### src/rtl/params_pkg.sv
// rtl/params_pkg.sv - shared types and constants for the store buffer
package params_pkg;

    localparam logic [1:0] AXI_RESP_OKAY = 2'b00;

    typedef struct packed {
        logic [31:0] addr;
        logic [31:0] data;
        logic [3:0]  strb;
    } sb_entry_t;

    typedef enum logic [1:0] {
        IDLE,
        SEND,
        RESP
    } sb_state_t;

endpackage

### src/rtl/sb_fifo.sv
// rtl/sb_fifo.sv - store entry FIFO with a combinational head read port
module sb_fifo
    import params_pkg::*;
#(
    parameter int DEPTH = 4,
    localparam int AW = $clog2(DEPTH)
) (
    input  logic        clk_i,
    input  logic        rst_i,
    input  logic        push_i,
    input  sb_entry_t   push_entry_i,
    input  logic        pop_i,
    output sb_entry_t   head_o,
    output logic [AW:0] count_o,
    output logic        full_o
);

    sb_entry_t         mem_q [DEPTH];
    logic [AW-1:0]     head_q, head_d;
    logic [AW-1:0]     tail_q, tail_d;
    logic [AW:0]       count_q, count_d;

    // Power-of-two depth lets the pointers wrap by plain overflow.
    always_comb begin
        head_d  = pop_i  ? head_q + 1'b1 : head_q;
        tail_d  = push_i ? tail_q + 1'b1 : tail_q;
        count_d = count_q;
        if (push_i && !pop_i) begin
            count_d = count_q + 1'b1;
        end else if (!push_i && pop_i) begin
            count_d = count_q - 1'b1;
        end
    end

    always_ff @(posedge clk_i) begin
        if (rst_i) begin
            head_q  <= '0;
            tail_q  <= '0;
            count_q <= '0;
        end else begin
            head_q  <= head_d;
            tail_q  <= tail_d;
            count_q <= count_d;
        end
    end

    always_ff @(posedge clk_i) begin
        if (push_i) begin
            mem_q[tail_q] <= push_entry_i;
        end
    end

    assign head_o  = mem_q[head_q];
    assign count_o = count_q;
    assign full_o  = (count_q == (AW+1)'(DEPTH));

endmodule

### src/rtl/store_buffer.sv
// rtl/store_buffer.sv - posted-write store buffer draining to AXI4-Lite
module store_buffer
    import params_pkg::*;
#(
    parameter int DEPTH = 4
) (
    input  logic        CLK,
    input  logic        RST,
    input  logic        ST_VALID,
    input  logic [31:0] ST_ADDR,
    input  logic [31:0] ST_WDATA,
    input  logic [3:0]  ST_WSTRB,
    output logic        ST_READY,
    output logic        SB_EMPTY,
    output logic        BUS_ERR_VALID,
    output logic [31:0] BUS_ERR_ADDR,
    output logic [31:0] M_AXI_AWADDR,
    output logic        M_AXI_AWVALID,
    input  logic        M_AXI_AWREADY,
    output logic [31:0] M_AXI_WDATA,
    output logic [3:0]  M_AXI_WSTRB,
    output logic        M_AXI_WVALID,
    input  logic        M_AXI_WREADY,
    input  logic [1:0]  M_AXI_BRESP,
    input  logic        M_AXI_BVALID,
    output logic        M_AXI_BREADY
);

    localparam int AW = $clog2(DEPTH);

    sb_state_t   state_q, state_d;
    logic        aw_valid_q, aw_valid_d;
    logic        w_valid_q, w_valid_d;
    logic        aw_done_q, aw_done_d;
    logic        w_done_q, w_done_d;
    logic        err_valid_q, err_valid_d;
    logic [31:0] err_addr_q;

    sb_entry_t   head;
    sb_entry_t   push_entry;
    logic [AW:0] count;
    logic        full;
    logic        push, pop;
    logic        aw_hs, w_hs;

    assign push_entry = '{addr: ST_ADDR, data: ST_WDATA, strb: ST_WSTRB};
    assign push       = ST_VALID && ST_READY;
    assign pop        = M_AXI_BVALID && M_AXI_BREADY;
    assign aw_hs      = M_AXI_AWVALID && M_AXI_AWREADY;
    assign w_hs       = M_AXI_WVALID && M_AXI_WREADY;

    sb_fifo #(.DEPTH(DEPTH)) u_fifo (
        .clk_i        (CLK),
        .rst_i        (RST),
        .push_i       (push),
        .push_entry_i (push_entry),
        .pop_i        (pop),
        .head_o       (head),
        .count_o      (count),
        .full_o       (full)
    );

    always_comb begin
        state_d     = state_q;
        aw_valid_d  = aw_valid_q;
        w_valid_d   = w_valid_q;
        aw_done_d   = aw_done_q;
        w_done_d    = w_done_q;
        err_valid_d = 1'b0;
        unique case (state_q)
            IDLE: begin
                // Looking at push too lets a store into an empty buffer hit the bus next cycle.
                if (count != '0 || push) begin
                    state_d    = SEND;
                    aw_valid_d = 1'b1;
                    w_valid_d  = 1'b1;
                    aw_done_d  = 1'b0;
                    w_done_d   = 1'b0;
                end
            end
            SEND: begin
                if (aw_hs) begin
                    aw_valid_d = 1'b0;
                    aw_done_d  = 1'b1;
                end
                if (w_hs) begin
                    w_valid_d = 1'b0;
                    w_done_d  = 1'b1;
                end
                if ((aw_done_q || aw_hs) && (w_done_q || w_hs)) begin
                    state_d = RESP;
                end
            end
            RESP: begin
                if (M_AXI_BVALID) begin
                    err_valid_d = (M_AXI_BRESP != AXI_RESP_OKAY);
                    state_d     = IDLE;
                end
            end
            default: state_d = IDLE;
        endcase
    end

    always_ff @(posedge CLK) begin
        if (RST) begin
            state_q     <= IDLE;
            aw_valid_q  <= 1'b0;
            w_valid_q   <= 1'b0;
            aw_done_q   <= 1'b0;
            w_done_q    <= 1'b0;
            err_valid_q <= 1'b0;
            err_addr_q  <= '0;
        end else begin
            state_q     <= state_d;
            aw_valid_q  <= aw_valid_d;
            w_valid_q   <= w_valid_d;
            aw_done_q   <= aw_done_d;
            w_done_q    <= w_done_d;
            err_valid_q <= err_valid_d;
            if (err_valid_d) begin
                err_addr_q <= head.addr;
            end
        end
    end

    // Handshake outputs are gated by RST so a reset drops them in the same cycle.
    assign ST_READY      = !RST && !full;
    assign SB_EMPTY      = (count == '0);
    assign M_AXI_AWVALID = aw_valid_q && !RST;
    assign M_AXI_WVALID  = w_valid_q && !RST;
    assign M_AXI_BREADY  = (state_q == RESP) && !RST;
    assign M_AXI_AWADDR  = {head.addr[31:2], 2'b00};
    assign M_AXI_WDATA   = head.data;
    assign M_AXI_WSTRB   = head.strb;
    assign BUS_ERR_VALID = err_valid_q;
    assign BUS_ERR_ADDR  = err_addr_q;

endmodule
### config.mk
export PLATFORM = sky130hd
export DESIGN_NAME = store_buffer
export DESIGN_NICKNAME = d
export VERILOG_FILES = /design/src/rtl/params_pkg.sv /design/src/rtl/sb_fifo.sv /design/src/rtl/store_buffer.sv
export SDC_FILE = /design/constraint.sdc
export NUM_CORES = 1
export LEC_CHECK = 0
export BUFFER_PORTS_ARGS = -buffer_cell sky130_fd_sc_hd__buf_2
export CAP_MARGIN = 20
export CORE_AREA = 2 2 156 234
export DETAILED_ROUTE_END_ITERATION = 6
export DIE_AREA = 0 0 158 236
export SLEW_MARGIN = 10
export SYNTH_ARGS = -nofsm -noshare
export SYNTH_HDL_FRONTEND = slang
export SYNTH_SLANG_ARGS = --single-unit
### constraint.sdc
create_clock -name CLK -period 5.15 [get_ports CLK]
set_input_delay 1.03 -clock CLK [delete_from_list [all_inputs] [get_ports CLK]]
set_output_delay 1.03 -clock CLK [all_outputs]
set_load 0.02 [all_outputs]
==> impl_metrics.tcl, run 1 <==
set metrics [dict create \
    core_um2 35500 \
    crit_family "flip-flops" \
    drc 0 \
    place.gp.congestion 0.702 \
    antenna_found_initial 3 \
    netlist_area_um2 12100 \
    mostFrequentLayoutCell "edfxtp_1" \
    routedWlPerCell_um 19.1 \
    timing.rr.start "u_fifo.count_o[0]" \
    irDropWorstVdd_v 0.000269 \
    cts_tree "built" \
    hpwlAfterDp_um 14300 \
    worstPathCellList "buf_12, mux4_2, buf_2" \
    cts_buffers 31 \
    clk_latency_ns 0.56 \
    io_buffers 179 \
    syn_area_per_cell_um2 20.8 \
    setup_viol_count_final 0 \
    post-route-cell-area_um2 14100 \
    hold_violations 0 \
    layout.nets 794 \
    drv_cap 0 \
    chipWidth_um 158 \
    design.die.area_um2 37300 \
    post_drt_via_cell_ratio 4.55 \
    cts_buffer_depth 3 \
    pre_cts_ws_ns 1.78 \
    rr_endpoint "u_fifo.mem_q[3][33]" \
    ys_types 40 \
    synth_top_area_share_pct 67.3 \
    hold_start "BUS_ERR_ADDR[5]" \
    clkSinkCount 320 \
    die_h_um 236 \
    arrival_ns 2.58 \
    hold_depth 1 \
    dpl_cell_area_um2 13000 \
    postCtsSetupRepairBufs 0 \
    cp_max_fo 35 \
    first_pass_iters 4 \
    finalWirelength_um 23300 \
    grt_max_degree 69 \
    h-tree-depth 1 \
    post-synth-top-area-cell "edfxtp_1" \
    final_antenna_net_count 0 \
    p_leak_nw 4.84 \
    timing.final.crit_share_pct 70.0 \
    synth.yosys.warnings 0 \
    grt_pass1_wl_um 34800 \
    crit_type "flip-flop to output port" \
    skew_ns 0.00877 \
    num_io_pins 182 \
    worst_pin_slew_ns 1.08 \
    setup.worst_path.end_class "output port" \
    p_per_area_nw_per_um2 414 \
    crit_buf_inv 2 \
    gr-total-overflow 0 \
    final_cell_mix "edfxtp_1 (272), buf_2 (179), mux4_2 (68), dfxtp_1 (46), a22o_1 (33)" \
    fin_ws_ns 1.54 \
    seq_area_frac_synth_pct 75.2 \
    num_vias 5537 \
    fill_cells 3257 \
    critPathSlowestCell "dfxtp_4" \
    holdBufCountCts 0 \
    ys_ff_latch 320 \
    syn_to_final_growth_pct 16.2 \
    critPathLaunchType "flip-flop" \
    rows 85 \
    initialDrtViolationCount 319 \
    slew_headroom_pct 28.2 \
    grt_use_total_pct 12.4 \
    slowest_delay_ns 0.83 \
    initial_core_util_pct 34.2 \
    regToRegSetupSlack_ns 2.84 \
    yosys-top-cells-area "edfxtp_1 (67%), mux4_2 (13%), dfxtp_1 (7.9%), buf_4 (4.3%), a22o_1 (2.4%)" \
    fin_crit_ns 3.61 \
    setup_tns_ns 0 \
    hold_path.class "flip-flop to flip-flop" \
    maxSlewViolCount 0 \
    cts_resized 0 \
    syn_inst 585 \
    grt_pass1_vias 5773 \
    cp_data_required_time_ns 4.12 \
    outcome "finished clean" \
    hold_end "BUS_ERR_ADDR[5]" \
    r2r_cells 4 \
    rsz0062_at_grt "no" \
    drive_above_1_share_pct 42.4 \
    path_clk_slew_ns 0.06 \
    clock-root-buffer "clkbuf_16" \
    fmax_mhz 277 \
]
metal layers:
metal,vias to the layer above,track usage (%),wire (µm)
met5,-,0,13
met4,2,4.53,613
met3,42,3.01,1450
met2,151,21.5,12000
met1,2809,14.7,9170
li1,2533,-,-
registers in the layout, indices dropped and copies added (netlist names), named ones only:
name / cells
w_done_q: 1
BUS_ERR_VALID: 1
BUS_ERR_ADDR: 32
aw_done_q: 1
aw_valid_q: 1
u_fifo.tail_q: 2
state_q: 2
w_valid_q: 1
u_fifo.count_o: 3
u_fifo.mem_q: 272
u_fifo.head_q: 2
synth_stat cells:
cell / instances
nor2b_1: 2
a22o_1: 33
or4_1: 1
xor2_1: 3
buf_1: 1
clkbuf_1: 2
a21oi_1: 4
ha_1: 5
fa_1: 1
inv_1: 5
nand2b_1: 4
and3_1: 1
a21oi_2: 1
o41ai_1: 1
mux2i_1: 1
a31oi_1: 2
buf_2: 14
nand3b_1: 2
buf_4: 70
edfxtp_1: 272
a211o_1: 1
buf_12: 3
mux4_2: 68
and2_1: 4
nor2_1: 10
or3_1: 2
conb_1: 1
and3b_1: 1
o21ai_0: 4
nor3b_1: 4
or2_1: 1
o21ba_2: 1
nor4_1: 2
nor3_1: 1
dfxtp_1: 48
nand4b_1: 1
mux2_2: 1
xnor2_1: 1
buf_6: 5
a211oi_1: 1
worst max-delay path by stage:
stage          startpoint             endpoint  slack, ns  cells after the start
6_report        flip-flop     M_AXI_AWADDR[15]       1.54                      3
3_5_place_dp          RST  u_fifo.mem_q[2][38]       1.78                      5
5_1_grt         flip-flop     M_AXI_AWADDR[20]       1.31                      3
4_1_cts         flip-flop       M_AXI_WSTRB[1]       1.40                      3
3_3_place_gp          RST  u_fifo.mem_q[2][38]       1.85                      5
2_1_floorplan         RST   u_fifo.mem_q[0][0]       1.64                      3
worst register-to-register path, cell delays in order, from the launching register on:
cell     delay [ns]
dfxtp_1        0.41
nor3b_1        0.12
nor2_1         0.35
and2_4         0.76
buf_4          0.37
cell type report:
class	count	area [µm²]	area share, %
sequential	320	9140	64.8
multi-input combinational	166	2290	16.3
timing repair buffer	188	988	7.01
clock buffer	41	853	6.05
tap	478	598	4.24
clock inverter	16	210	1.49
inverter	5	18.8	0.133
antenna	4	10.0	0.0709
kinds of logic after synthesis:
kind of cell             after synthesis  share of synthesized area [%]
flip-flops                           320                           75.2
buffers and inverters                100                           6.11
multiplexers                          70                           12.8
AO/OA/AOI/OAI                         48                           3.17
AND/OR/NAND/NOR                       36                           1.75
adder cells (fa/ha/maj)                6                          0.680
XOR/XNOR                               4                          0.289
other                                  1                         0.0309
through the flow:
| stage | total power [W] | instances | util (%) | hold WS [ns] |
|---|---|---|---|---|
| 3_3_place_gp | 0.00355 | 1156 | 36.6 | 0.456 |
| 3_5_place_dp | 0.00355 | 1156 | 36.6 | 0.460 |
| 2_1_floorplan | 0.00345 | 586 | - | 0.467 |
| 4_1_cts | 0.00592 | 1213 | 39.6 | 0.478 |
| 5_1_grt | 0.00606 | 1215 | 39.7 | 0.490 |
| 6_report | 0.00584 | 1218 | 39.7 | 0.471 |
power by group:
| part | internal [W] | total (W) | switching, W |
|---|---|---|---|
| clock | 0.00141 | 0.00236 | 0.000946 |
| sequential | 0.00291 | 0.00296 | 0.0000592 |
| combinational | 0.000218 | 0.000519 | 0.000301 |
| total | 0.00453 | 0.00584 | 0.00131 |
Note: power is estimated with default switching activity, not from simulation.
==> run 2: changes to the inputs <==
Settings changed: ABC_AREA set to 1, CORE_AREA 2 2 156 234 to 2 2 160 240, DIE_AREA 0 0 158 236 to 0 0 162 242.
Clock period 5.15 ns to 3.6 ns, I/O delays scaled along.
==> run 2 against run 1 <==
Compared with the run above: clock-buffer cell count rose by 1; sequential cell count stayed put; synthesized cell count is 77% higher; sequential share of layout area fell by 2.5 points; synthesized area up 5.6%; global-route usage grew 1.3 points; critical path depth is 4 higher; via count rose by 39%; critical endpoint unchanged; largest cell class unchanged.
==> impl_metrics.tcl, run 2 <==
set metrics [dict create \
    r2r_cells 5 \
    critPathLaunchType "flip-flop" \
    seq_area_um2 9140 \
    hold_path.class "input pin to flip-flop" \
    num_vias 7680 \
    chipWidth_um 162 \
    post-route-cell-area_um2 14700 \
    crit_buf_inv 4 \
    hold_start "ST_WDATA[21]" \
    cp_data_required_time_ns 2.88 \
    syn_area_per_cell_um2 12.4 \
    routedWlPerCell_um 16.6 \
    synth_compound_area_share_pct 10.9 \
    drv_cap 0 \
    yosys-top-cells-area "edfxtp_1 (64%), dfxtp_1 (7.5%), nor2_1 (6.3%), o21ai_0 (5.0%), buf_4 (4.4%)" \
    hold_violations 0 \
    syn_inst 1038 \
    cts_resized 0 \
    p_leak_nw 5.34 \
    cp.depth 7 \
    hpwlAfterDp_um 15900 \
    final_cell_mix "edfxtp_1 (272), nor2_1 (211), buf_2 (179), o21ai_0 (129), inv_1 (49)" \
    drive_above_1_share_pct 23.3 \
    grt_max_degree 137 \
    holdBufCountCts 0 \
    outcome "finished clean" \
    syn_to_final_growth_pct 14.4 \
    fin_util_pct 39.4 \
    synth_xor_area_share_pct 0.137 \
    rsz0062_at_grt "no" \
    maxSlewViolCount 0 \
    synthTopCellsByCount "edfxtp_1 (272), nor2_1 (215), o21ai_0 (129), buf_4 (76), inv_1 (49)" \
    mostFrequentLayoutCell "edfxtp_1" \
    num_io_pins 182 \
    io_buffers 179 \
    setup_viol_count_final 0 \
    synth_simple_gate_area_share_pct 9.16 \
    drc 0 \
    synth_fa_ha_area_share_pct 0.644 \
    cts_tree "built" \
    grt_use_total_pct 13.7 \
    design.die.area_um2 39200 \
    fmax_mhz 306 \
    regToRegSetupSlack_ns 1.40 \
    postCtsSetupRepairBufs 0 \
    async_flop_share_pct 0 \
    core_um2 37200 \
    arrival_ns 2.55 \
    post-synth-top-area-cell "edfxtp_1" \
    setup.worst_path.end_class "output port" \
    grt_pass1_wl_um 42000 \
    initial_core_util_pct 34.5 \
    timing.final.crit_share_pct 90.9 \
    fin_crit_ns 3.27 \
    netlist_area_um2 12800 \
    gr-total-overflow 0 \
    irDropWorstVdd_v 0.000384 \
    fill_cells 3575 \
    largest_register_ffs 272 \
    die_h_um 242 \
    grt_pass1_vias 7635 \
    ys_ff_latch 320 \
    clkSinkCount 320 \
    antenna_found_initial 8 \
    cts_buffer_depth 3 \
    synth_edf_count 272 \
    synth.yosys.warnings 0 \
    routed-wl-met3_um 1430 \
    skew_ns 0.0164 \
    cts_buffers 30 \
    ys.flop_type "edfxtp_1" \
    crit_type "flip-flop to output port" \
    synth_top_area_share_pct 63.7 \
    rows 87 \
    critPathSlowestCell "dfxtp_4" \
    slew_headroom_pct 40.9 \
    first_pass_iters 5 \
    place.gp.congestion 0.738 \
    top_layer "met5" \
    rr_endpoint "u_fifo.mem_q[0][14]" \
    path_clk_slew_ns 0.07 \
    endpoint "M_AXI_AWADDR[15]" \
    wl_met2_um 14000 \
    ys_types 31 \
    clock-root-buffer "clkbuf_16" \
    timing.rr.start "u_fifo.count_o[0]" \
    finalWirelength_um 27500 \
    synth_mux_area_share_pct 0 \
    h-tree-depth 1 \
    p_per_area_nw_per_um2 600 \
    dpl_cell_area_um2 13700 \
    initialDrtViolationCount 389 \
    worstPathCellList "inv_2, buf_12, nor2_1, o21ai_0, and2_1, inv_1, buf_2" \
    post_drt_via_cell_ratio 4.63 \
    regMostFlops "u_fifo.mem_q" \
    yosysMostFrequentCell "edfxtp_1" \
    crit_family "buffers and inverters" \
    slowest_delay_ns 0.61 \
    synth_top_family_by_area "compound AO/OA/AOI/OAI gates" \
    cp_max_fo 37 \
    clk_latency_ns 0.57 \
    layout.nets 1224 \
    multi_input_area_um2 2710 \
    worst_pin_slew_ns 0.887 \
    final_antenna_net_count 0 \
    wl_met1_um 11200 \
    seq_area_frac_synth_pct 71.2 \
]
## run 2: changes by cell type after synthesis, moves of 19 or more
cell      previous run  this run
a21oi_1              4        23
a21oi_2              1        20
a22o_1              33         0
and2_1               4        30
clkbuf_1             2        21
inv_1                5        49
mux4_2              68         0
nor2_1              10       215
o21ai_0              4       129
o21ai_1              0        44
o22ai_1              0        38
## run 2: worst min path at each step
| stage | to | depth (start not counted) | slack (ns) |
|---|---|---|---|
| floorplan | w_done_q | 2 | 0.44 |
| global placement | w_done_q | 2 | 0.45 |
| detailed placement | w_done_q | 2 | 0.46 |
| CTS | u_fifo.mem_q[1][19] | 1 | 0.33 |
| global route | u_fifo.mem_q[1][36] | 1 | 0.34 |
| finish | u_fifo.mem_q[0][25] | 1 | 0.36 |
## run 2: cells by family after synthesis
group           after synthesis
xor+xnor                      2
fa+ha+maj                     6
buf+inv                     177
other cells                   1
compound gates              254
simple gates                278
flops                       320
## run 2: power by group
group / internal, W / switching (W)
logic: 0.000476 / 0.00107
registers: 0.00422 / 0.0000893
clock network: 0.00162 / 0.00133
total: 0.00632 / 0.00248
## run 2: stage by stage
step | total power [W] | setup slack, ns | TNS [ns] | cells | hold WS (ns)
6_report | 0.00880 | 0.327 | 0 | 1660 | 0.363
5_1_grt | 0.00922 | 0.0627 | 0 | 1659 | 0.340
4_1_cts | 0.00892 | 0.199 | 0 | 1655 | 0.331
3_5_place_dp | 0.00596 | 0.822 | 0 | 1599 | 0.460
3_3_place_gp | 0.00593 | 0.785 | 0 | 1599 | 0.451
2_1_floorplan | 0.00567 | -0.732 | -199.02 | 1039 | 0.439
## run 2: metal layers
layer	vias up	track usage, %
li1	3772	-
met2	173	24.4
met3	53	2.77
met5	-	0
met1	3674	16.0
met4	8	5.75
## run 2: layout make-up
| class | instances | share of cell area (%) |
|---|---|---|
| sequential | 320 | 62.3 |
| inverter | 53 | 1.37 |
| clock buffer | 42 | 5.71 |
| timing repair buffer | 195 | 7.44 |
| multi-input combinational | 542 | 18.4 |
| antenna | 5 | 0.0853 |
| clock inverter | 14 | 0.503 |
| tap | 489 | 4.17 |
==> run 3: changes to the inputs <==
Settings changed: CAP_MARGIN 20 to not set.
Clock period 3.6 ns to 4 ns, I/O delays scaled along.
==> run 3 against run 2 <==
Compared with the run above: critical path depth shrank 2; non-clock buffer count decreased by 1; clock-buffer cell count rose by 3; clock skew decreased by 0.0084 ns; sequential cell count did not move; power fell by 6.7%; critical path type unchanged.
==> impl_metrics.tcl, run 3 (synthesis results as in run 2) <==
set metrics [dict create \
    cp_max_fo 42 \
    initial_core_util_pct 34.5 \
    arrival_ns 2.47 \
    gr-total-overflow 0 \
    core_um2 37200 \
    grt_pass1_vias 7690 \
    seq_area_um2 9140 \
    grt_use_met2_pct 24.7 \
    fin_crit_ns 3.27 \
    p_sw_share_pct 27.2 \
    irDropWorstVdd_v 0.000450 \
    num_vias 7803 \
    seq_power_share_pct 47.2 \
    die_h_um 242 \
    switchingPower_w 0.00223 \
    fmax_mhz 306 \
    first_pass_iters 6 \
    hold_violations 0 \
    worst_pin_slew_ns 1.05 \
    instances_no_fill 1656 \
    antenna_found_initial 5 \
    placedCellCount 1598 \
    p_leak_nw 5.37 \
    grt_pass1_wl_um 42500 \
    p_clk_share_pct 36.0 \
    critPathLaunchType "flip-flop" \
    hold_path.class "input pin to flip-flop" \
    regMostFlops "u_fifo.mem_q" \
    cts_tree "built" \
    skew_ns 0.00795 \
    hold_depth 1 \
    h-tree-depth 1 \
    slew_headroom_pct 30.2 \
    clock-root-buffer "clkbuf_16" \
    cp_data_required_time_ns 3.20 \
    setup_viol_count_final 0 \
    mostFrequentLayoutCell "edfxtp_1" \
    chipWidth_um 162 \
    place.gp.congestion 0.725 \
    drive_above_1_share_pct 23.6 \
    routedWlPerCell_um 16.7 \
    cts_buffer_depth 3 \
    num_io_pins 182 \
    rows 87 \
    initialDrtViolationCount 437 \
    fill_cells 3578 \
    setup.worst_path.end_class "output port" \
    internal_power_w 0.00598 \
    finalWirelength_um 27600 \
    r2r_cells 5 \
    maxSlewViolCount 0 \
    p_per_area_nw_per_um2 558 \
    pwr-share-comb_pct 16.8 \
    clk_latency_ns 0.55 \
    post_drt_via_cell_ratio 4.71 \
    multi_input_area_um2 2710 \
    hpwlAfterDp_um 15700 \
    top_usage_layer "met2" \
    dpl_cell_area_um2 13700 \
    syn_to_final_growth_pct 14.8 \
    layout.nets 1224 \
    largest_register_ffs 272 \
    io_buffers 179 \
    cts_resized 0 \
    final_antenna_net_count 0 \
    outcome "finished clean" \
    drv_cap 0 \
    grt_max_degree 137 \
    drc 0 \
    timing.final.crit_share_pct 81.8 \
    grt_use_total_pct 13.8 \
    post-route-cell-area_um2 14700 \
    holdBufCountCts 0 \
    use_met3_pct 2.57 \
    postCtsSetupRepairBufs 0 \
    cts_buffers 31 \
    final_cell_mix "edfxtp_1 (272), nor2_1 (211), buf_2 (179), o21ai_0 (129), inv_1 (49)" \
    rsz0062_at_grt "no" \
    design.die.area_um2 39200 \
    grtUsageMet1_pct 16.8 \
    crit_type "flip-flop to output port" \
    path_clk_slew_ns 0.06 \
    clkSinkCount 320 \
]
==> run 3: cell count changes in the layout (fill, tap and decap cells not counted), sizes merged <==
cell	before	now
buf	195	194
clkbuf	42	45
inv	54	53
clkinvlp	1	2
clkinv	12	6
bufinv	0	4
diode	5	1
==> run 3: path summary, 6_finish.rpt <==
| check | end | slack [ns] | startpoint |
|---|---|---|---|
| worst min register to register | flip-flop | 0.46 | u_fifo.head_q[0] |
| worst min-delay path | u_fifo.mem_q[1][64] | 0.46 | ST_ADDR[28] |
| worst max-delay path | M_AXI_WSTRB[2] | 0.73 | flip-flop |
| worst max register to register | u_fifo.mem_q[0][8] | 1.85 | u_fifo.count_o[0] |
==> run 3: metal layers <==
metal	routed length, µm	vias to the layer above
li1	-	3773
met2	14000	169
met3	1450	50
met4	655	8
met5	47	-
met1	11500	3803
==> run 3: critical path, stage by stage, from the launching register on <==
cell and delay, ns:
dfxtp_4 0.34, inv_2 0.69, buf_4 0.38, o21ai_0 0.13, o22ai_1 0.17, buf_2 0.20
==> run 3: power groups by stage <==
stage | Clock (W) | Sequential, W | Combinational (W)
floorplan | 0 | 0.00400 | 0.00111
global placement | 0 | 0.00394 | 0.00139
detailed placement | 0 | 0.00395 | 0.00141
CTS | 0.00305 | 0.00388 | 0.00141
global route | 0.00316 | 0.00389 | 0.00153
finish | 0.00295 | 0.00388 | 0.00138
==> run 3: final cells by class <==
type,count,area share (%)
Sequential cell,320,62.0
Timing Repair Buffer,194,7.02
Clock buffer,45,5.90
Clock inverter,12,1.11
Tap cell,489,4.16
Inverter,53,1.37
Multi-Input combinational cell,542,18.4
Antenna cell,1,0.0170
==> run 3: stage by stage <==
step           TNS, ns  util [%]  worst slack (ns)  power (W)  hold slack (ns)
2_1_floorplan  -111.98         -            -0.412    0.00511            0.439
3_3_place_gp         0      36.8              1.25    0.00533            0.449
3_5_place_dp         0      36.8              1.24    0.00535            0.454
4_1_cts              0      39.5             0.625    0.00833            0.419
5_1_grt              0      39.6             0.509    0.00859            0.437
6_report             0      39.6             0.728    0.00821            0.457
